[config.mk]
export PLATFORM = sky130hd
export DESIGN_NAME = trap_ctrl
export DESIGN_NICKNAME = d
export VERILOG_FILES = /design/src/rtl/trap_ctrl.sv
export SDC_FILE = /design/constraint.sdc
export NUM_CORES = 1
export LEC_CHECK = 0
export BUFFER_PORTS_ARGS = -buffer_cell sky130_fd_sc_hd__buf_2
export CORE_AREA = 2 2 121 123
export CTS_CLUSTER_SIZE = 30
export DETAILED_ROUTE_END_ITERATION = 10
export DIE_AREA = 0 0 123 125
export PLACE_DENSITY_LB_ADDON = 0.08
export REMOVE_ABC_BUFFERS = 1
export SLEW_MARGIN = 20
export SYNTH_ARGS = -nofsm -noshare
export SYNTH_HDL_FRONTEND = slang
export SYNTH_SLANG_ARGS = --single-unit
export TNS_END_PERCENT = 20
[constraint.sdc]
create_clock -name clk -period 3.05 [get_ports clk]
set_input_delay 0.61 -clock clk [delete_from_list [all_inputs] [get_ports clk]]
set_output_delay 0.61 -clock clk [all_outputs]
set_load 0.05 [all_outputs]
[src/rtl/trap_ctrl.sv]
// Trap sequencer: exceptions, interrupts and mret -> flush -> CSR strobe -> redirect.
// Define TRAP_VECTORED_EN to enable mtvec vectored mode for interrupts.
module trap_ctrl (
  input  logic        clk,
  input  logic        nrst,
  input  logic        exc_valid,
  input  logic [4:0]  exc_code,
  input  logic [31:0] exc_pc,
  input  logic        mret_valid,
  input  logic        commit_valid,
  input  logic [31:0] commit_pc,
  input  logic        irq_sw,
  input  logic        irq_timer,
  input  logic        irq_ext,
  input  logic        csr_interrupt_en,
  input  logic [31:0] csr_mie,
  input  logic [1:0]  csr_mtvec_mode,
  input  logic [29:0] csr_mtvec_base,
  input  logic [31:0] csr_mepc,
  output logic        flush_req,
  input  logic        flush_ack,
  output logic        busy,
  output logic        csr_exception,
  output logic [31:0] csr_exception_cause,
  output logic [31:0] csr_exception_pc,
  output logic [31:0] mip_pend,
  output logic        redirect_valid,
  output logic [31:0] redirect_pc
);

  typedef enum logic [1:0] {IDLE, FLUSH, TRAP, RET} state_t;

  state_t      state, state_nxt;
  logic        tgt_ret, tgt_ret_nxt;
  logic        is_irq, is_irq_nxt;
  logic [31:0] cause_q, cause_nxt;
  logic [31:0] epc_q, epc_nxt;
  logic [31:0] hit, irq_cause, base_pc, vec_pc;
  logic        take_irq;
  logic        exc_o_nxt, rv_o_nxt;
  logic [31:0] cause_o_nxt, pc_o_nxt, rpc_o_nxt;

  assign mip_pend = {20'b0, irq_ext, 3'b0, irq_timer, 3'b0, irq_sw, 3'b0};
  assign hit      = mip_pend & csr_mie;
  assign take_irq = commit_valid & csr_interrupt_en & (|hit);
  assign base_pc  = {csr_mtvec_base, 2'b00};

  always_comb begin
    irq_cause = 32'h8000_0007;
    if (hit[11])     irq_cause = 32'h8000_000B;
    else if (hit[3]) irq_cause = 32'h8000_0003;
  end

`ifdef TRAP_VECTORED_EN
  always_comb begin
    vec_pc = base_pc;
    if (csr_mtvec_mode == 2'd1 && is_irq)
      vec_pc = base_pc + {25'b0, cause_q[4:0], 2'b00};
  end
`else
  logic unused_mode;
  assign unused_mode = ^csr_mtvec_mode;
  assign vec_pc      = base_pc;
`endif

  always_ff @(posedge clk) begin
    if (!nrst) begin
      state               <= IDLE;
      tgt_ret             <= 1'b0;
      is_irq              <= 1'b0;
      cause_q             <= '0;
      epc_q               <= '0;
      csr_exception       <= 1'b0;
      csr_exception_cause <= '0;
      csr_exception_pc    <= '0;
      redirect_valid      <= 1'b0;
      redirect_pc         <= '0;
    end else begin
      state               <= state_nxt;
      tgt_ret             <= tgt_ret_nxt;
      is_irq              <= is_irq_nxt;
      cause_q             <= cause_nxt;
      epc_q               <= epc_nxt;
      csr_exception       <= exc_o_nxt;
      csr_exception_cause <= cause_o_nxt;
      csr_exception_pc    <= pc_o_nxt;
      redirect_valid      <= rv_o_nxt;
      redirect_pc         <= rpc_o_nxt;
    end
  end

  always_comb begin
    state_nxt   = state;
    tgt_ret_nxt = tgt_ret;
    is_irq_nxt  = is_irq;
    cause_nxt   = cause_q;
    epc_nxt     = epc_q;
    unique case (state)
      IDLE: begin
        if (exc_valid) begin
          state_nxt   = FLUSH;
          tgt_ret_nxt = 1'b0;
          is_irq_nxt  = 1'b0;
          cause_nxt   = {27'b0, exc_code};
          epc_nxt     = exc_pc;
        end else if (take_irq) begin
          state_nxt   = FLUSH;
          tgt_ret_nxt = 1'b0;
          is_irq_nxt  = 1'b1;
          cause_nxt   = irq_cause;
          epc_nxt     = commit_pc;
        end else if (mret_valid) begin
          state_nxt   = FLUSH;
          tgt_ret_nxt = 1'b1;
        end
      end
      FLUSH: if (flush_ack) state_nxt = tgt_ret ? RET : TRAP;
      TRAP:  state_nxt = IDLE;
      RET:   state_nxt = IDLE;
      default: state_nxt = IDLE;
    endcase
  end

  // Outputs are precomputed on the flush_ack cycle so they leave a register.
  always_comb begin
    exc_o_nxt   = 1'b0;
    rv_o_nxt    = 1'b0;
    cause_o_nxt = '0;
    pc_o_nxt    = '0;
    rpc_o_nxt   = '0;
    if (state == FLUSH && flush_ack) begin
      rv_o_nxt = 1'b1;
      if (tgt_ret) begin
        rpc_o_nxt = csr_mepc;
      end else begin
        exc_o_nxt   = 1'b1;
        cause_o_nxt = cause_q;
        pc_o_nxt    = epc_q;
        rpc_o_nxt   = vec_pc;
      end
    end
  end

  assign busy      = (state != IDLE);
  assign flush_req = (state == FLUSH);

endmodule

# --- Word level (Yosys, flattened, before mapping) ---
# Index checks and enable logic that the tools add are counted.
word_totals:
  output_inout_bits: 132
  reg_bits: 165
  word_cells: 51
  inputBits: 175
op_classes:
  n_bitwise: 5
  mux: 18
  eq_ne: 5
  reduce_logical: 13
ops:
  columns: ["operator", "n"]
  rows:
  - ["32-bit two-way mux", 5]
  - ["12-bit by 32-bit AND with 32-bit output", 1]
  - ["32-bit OR reduction", 1]
  - ["2-bit two-way mux", 4]
  - ["2-bit AND reduction", 4]
  - ["1-bit two-way mux", 6]
  - ["2-bit one-hot mux with 3 select lines", 1]
  - ["2-bit equality test (second input constant)", 2]
  - ["4-bit two-way mux", 1]
  - ["4-bit inequality test (second input constant)", 1]
  - ["2-bit nonzero test", 2]
  - ["3-bit two-way mux", 1]
  - ["3-bit AND reduction", 1]
  - ["3-bit nonzero test", 1]
  - ["3-bit OR reduction", 1]
  - ["1-bit AND", 2]
  - ["2-bit by 1-bit equality test with 1-bit output (second input constant)", 1]
  - ["2-bit logical NOT", 1]
  - ["2-bit by 1-bit inequality test with 1-bit output (second input constant)", 1]
  - ["1-bit inverter", 2]
  - ["2-bit OR reduction", 1]
  - ["1-bit logical AND", 1]

# --- Depth between registers and ports, before layout ---
logic_depth:
  ltp_word: 6
  depth_mapped: 6
  mapped_depth_nobuf: 4

# --- Worst setup path after synthesis ---
# No wires, ideal clock.
synth_timing:
  kind: "input to register"
  from: "input nrst"
  to: "register redirect_pc[10]"
  path_stages: 6
  slack_ps: 1427
  arrival_ps: 1506
  n_path_buf: 3
  path_cell_list: "and4b_1 -> buf_6 -> and2_4 -> buf_6 -> buf_6 -> a22o_1"
synth_between:
  elab_chain_len: 1
synth_rtl:
  columns: ["element", "line", "rtl"]
  rows:
  - ["start: declaration", "5", "input logic nrst,"]
  - ["2-bit AND reduction (no source line)", null, null]
  - ["end signal: assignment", "88", "redirect_pc <= rpc_o_nxt;"]
  - ["end: declaration", "28", "output logic [31:0] redirect_pc"]
# Every way passes these cells.
# A chain may end at the register's enable or synchronous reset.

# --- Worst setup path in the final report ---
layout_timing:
  from: "register state[0]"
  to: "output busy"
layout_between:
  elab_chain_len: 1
layout_rtl:
  columns: ["element", "line", "rtl"]
  rows:
  - ["start: declaration", "33", "state_t state, state_nxt;"]
  - ["start signal: assignment", "79", "state <= state_nxt;"]
  - ["2-bit nonzero test", "144", "assign busy = (state != IDLE);"]
  - ["end: declaration", "22", "output logic busy,"]
# Every way passes these cells.

==> results.md <==
* Status: finished, final reports clean
* Fin crit share at 0.630
* CP Capture Point: busy
* Antenna Cells at 0
* Ys Warns at 0
* Logic pwr share at 0.148
* Leak pwr at 3.32 nW
* RSZ-0062 raised after global routing: false
* Slew headroom at 0.448
* Post-CTS Setup Inserts at 0
* Worst Skew at roughly 0.0045 ns
* FF+latch count, synth at 113
* Gate Count Post-Synth at 434
* CTS Buffer Depth at 2
* CTS buffer count at 17
* Crit. Startpoint: state[0]$_SDFFE_PN0P_
* Top FF cell, synth: dfxtp_1
* Most common cell after layout, fill and taps aside: buf_2
* I/O Buffers at 220
* Max frequency at roughly 520 MHz
* CTS tree: built
* R2R cell count at 4
* WL/cell at 14.5 um
* Core Box Area at 14200 um2
* Most frequent cells in the layout: buf_2 (220), dfxtp_1 (113), nand2_1 (69), conb_1 (55), and3_1 (40)
* Max Cap Viol at 0
* Post-cts resize count at 0
* Share of power burned in registers at 0.379
* Vias in the first global route at 3512
* Worst hold path type: input pin to flop
* Initial Utilization at 0.324
* Post-CTS Hold Buffers at 0
* CP Max Fanout at 6
* Final Max Tran Viols at 0
* Pint at 0.00306 W
* Total length of routed wires at 12.2 mm
* Final Setup Violations at 0
* Multi-input logic area at 1870 um2
* # DRC at 0
* Layout Nets at approximately 800
* Share of synthesized registers carrying an async set or reset at 0
* Die W at 123 um
* Grt ovf at 0
* # H-tree levels at 4
* Required @ worst endpoint at 2.44 ns
* Hold Crit Depth at 2
* Placer Congestion at 0.665
* Mean Syn Cell Area at 10.6 um2
* Area grow syn2layout at 33.4%
* Placement row count at 44
* CP Capture Type: primary output
* Non-Filler Instances at 840
* DR vias at 3638
* Setup_tns at 0 ns
* Latest clock arrival within the worst-skew pair at 0.40 ns
* Antenna-violating nets left at 0
* Pin count of the biggest net entering global routing at 76
* Distinct cell type count after synthesis at 31
* Register area share after synthesis at 0.492
* Clk slew on worst S/H paths at 0.05 ns
* 1st-iter DRT viols at between 100 and 150
* Reg2reg start: state[0]$_SDFFE_PN0P_
* Setup CP Type: flop to primary output
* Placed Cells at roughly 810
* Worst Tran Pin Value at ~0.83 ns
* Tmin final at just under 2 ns
* Final Hold Violating Endpoints at 0
* Worst path arrival time at 1.31 ns
* PwrDens at 679 nW/um2
* Initial DRT Pass Iterations at 4
* Layout cells sized above 1 at 0.456
* CTS Sinks at 113
* Worst R2R End: redirect_pc[12]$_SDFF_PN0_
* # IOs at between 300 and 400
* Die area at around 15000 um2
* Filler cells at roughly 1400
* Net Sw Frac at 0.266
* DIE HEIGHT at 125 um
* Critical Path Start Type: flop
* Root Driver: clkbuf_16
* Initial antenna violation count at 0
* GRT Overall Usage at 0.155
* Switching power at 0.00111 W
* Post-synth EDFFs at 0
* Peak supply drop at 0.353 mV
* Mapped Area at 4600 um2
* Clock network power share at 0.473
* First-pass GRT wire length at 17.9 mm
* Post-DP HPWL at 8.35 mm
* Vias per inst at 4.33
* Reg2reg setup slack at 1.25 ns
* Register area at 2260 um2
==> worst min path at each step <==
stage / start / to / slack [ns]
after floorplan: epc_q[31]$_SDFFE_PN0P_ / epc_q[31]$_SDFFE_PN0P_ / 0.43
after global placement: epc_q[2]$_SDFFE_PN0P_ / epc_q[2]$_SDFFE_PN0P_ / 0.44
after detailed placement: epc_q[31]$_SDFFE_PN0P_ / epc_q[31]$_SDFFE_PN0P_ / 0.45
after CTS: csr_mepc[24] / redirect_pc[24]$_SDFF_PN0_ / 0.40
after global routing: csr_mepc[24] / redirect_pc[24]$_SDFF_PN0_ / 0.40
final: csr_mepc[15] / redirect_pc[15]$_SDFF_PN0_ / 0.42
==> flip-flops by register name (all words and copies together), names as in the netlist <==
register / count
state: 2
epc_q: 32
tgt_ret: 1
csr_exception: 1
cause_q: 6
redirect_valid: 1
csr_exception_pc: 32
redirect_pc: 32
csr_exception_cause: 6
==> kinds of logic after synthesis <==
| logic type | synth area share |
|---|---|
| AO/OA/AOI/OAI | 0.0846 |
| other | 0.000816 |
| multiplexers | 0.150 |
| AND/OR/NAND/NOR | 0.127 |
| buffers and inverters | 0.145 |
| flip-flops | 0.492 |
==> layer usage <==
metal  part of all wire  vias to the layer above  GRT usage  wire [um]
li1                   -                     1796          -          -
met1               0.41                     1640      0.186       5010
met2               0.46                      180      0.244       5580
met3               0.11                       22     0.0620       1350
met4              0.020                        0     0.0642        238
met5                  0                        -          0          0
==> cell type report <==
| class | count | share of cell area |
|---|---|---|
| sequential | 113 | 0.369 |
| multi-input combinational | 283 | 0.305 |
| timing repair buffer | 227 | 0.190 |
| clock buffer | 19 | 0.0739 |
| tap | 184 | 0.0375 |
| clock inverter | 12 | 0.0229 |
| inverter | 2 | 0.00122 |
==> synth_stat cells (2+ instances only) <==
master / number / area [um2]
dfxtp_1: 113 / 2260
nand2_1: 69 / 259
buf_4: 59 / 443
and3_1: 40 / 250
mux2i_1: 33 / 330
mux2_2: 32 / 360
a22o_1: 30 / 263
clkbuf_1: 16 / 60.1
buf_2: 6 / 30.0
buf_6: 6 / 67.6
buf_12: 3 / 60.1
o221a_2: 3 / 33.8
a211o_1: 2 / 17.5
a21oi_1: 2 / 10.0
and2_1: 2 / 12.5
and4b_1: 2 / 20.0
inv_1: 2 / 7.51
==> metrics by stage <==
stage                      util  hold WS (ns)  total power [W]  worst slack [ns]  instance area (um2)
after detailed placement  0.390         0.447          0.00223             0.841                 5540
after CTS                 0.432         0.396          0.00423              1.10                 6130
after floorplan               -         0.434          0.00201             0.698                 4140
final                     0.432         0.418          0.00416              1.13                 6130
after global routing      0.432         0.400          0.00436              1.04                 6130
after global placement    0.390         0.440          0.00222             0.903                 5540
==> power groups by stage <==
stage | combinational, W | sequential (W) | clock, W
finish | 0.000615 | 0.00158 | 0.00197
global route | 0.000660 | 0.00159 | 0.00211
CTS | 0.000623 | 0.00158 | 0.00203
detailed placement | 0.000620 | 0.00161 | 0
global placement | 0.000615 | 0.00161 | 0
floorplan | 0.000336 | 0.00168 | 0
==> worst max-delay path: stages (launching register included) <==
cell and delay (ns):
dfxtp_1 0.41, nor2_2 0.08, inv_1 0.13, buf_2 0.29
(Power assumes the default switching activity.)
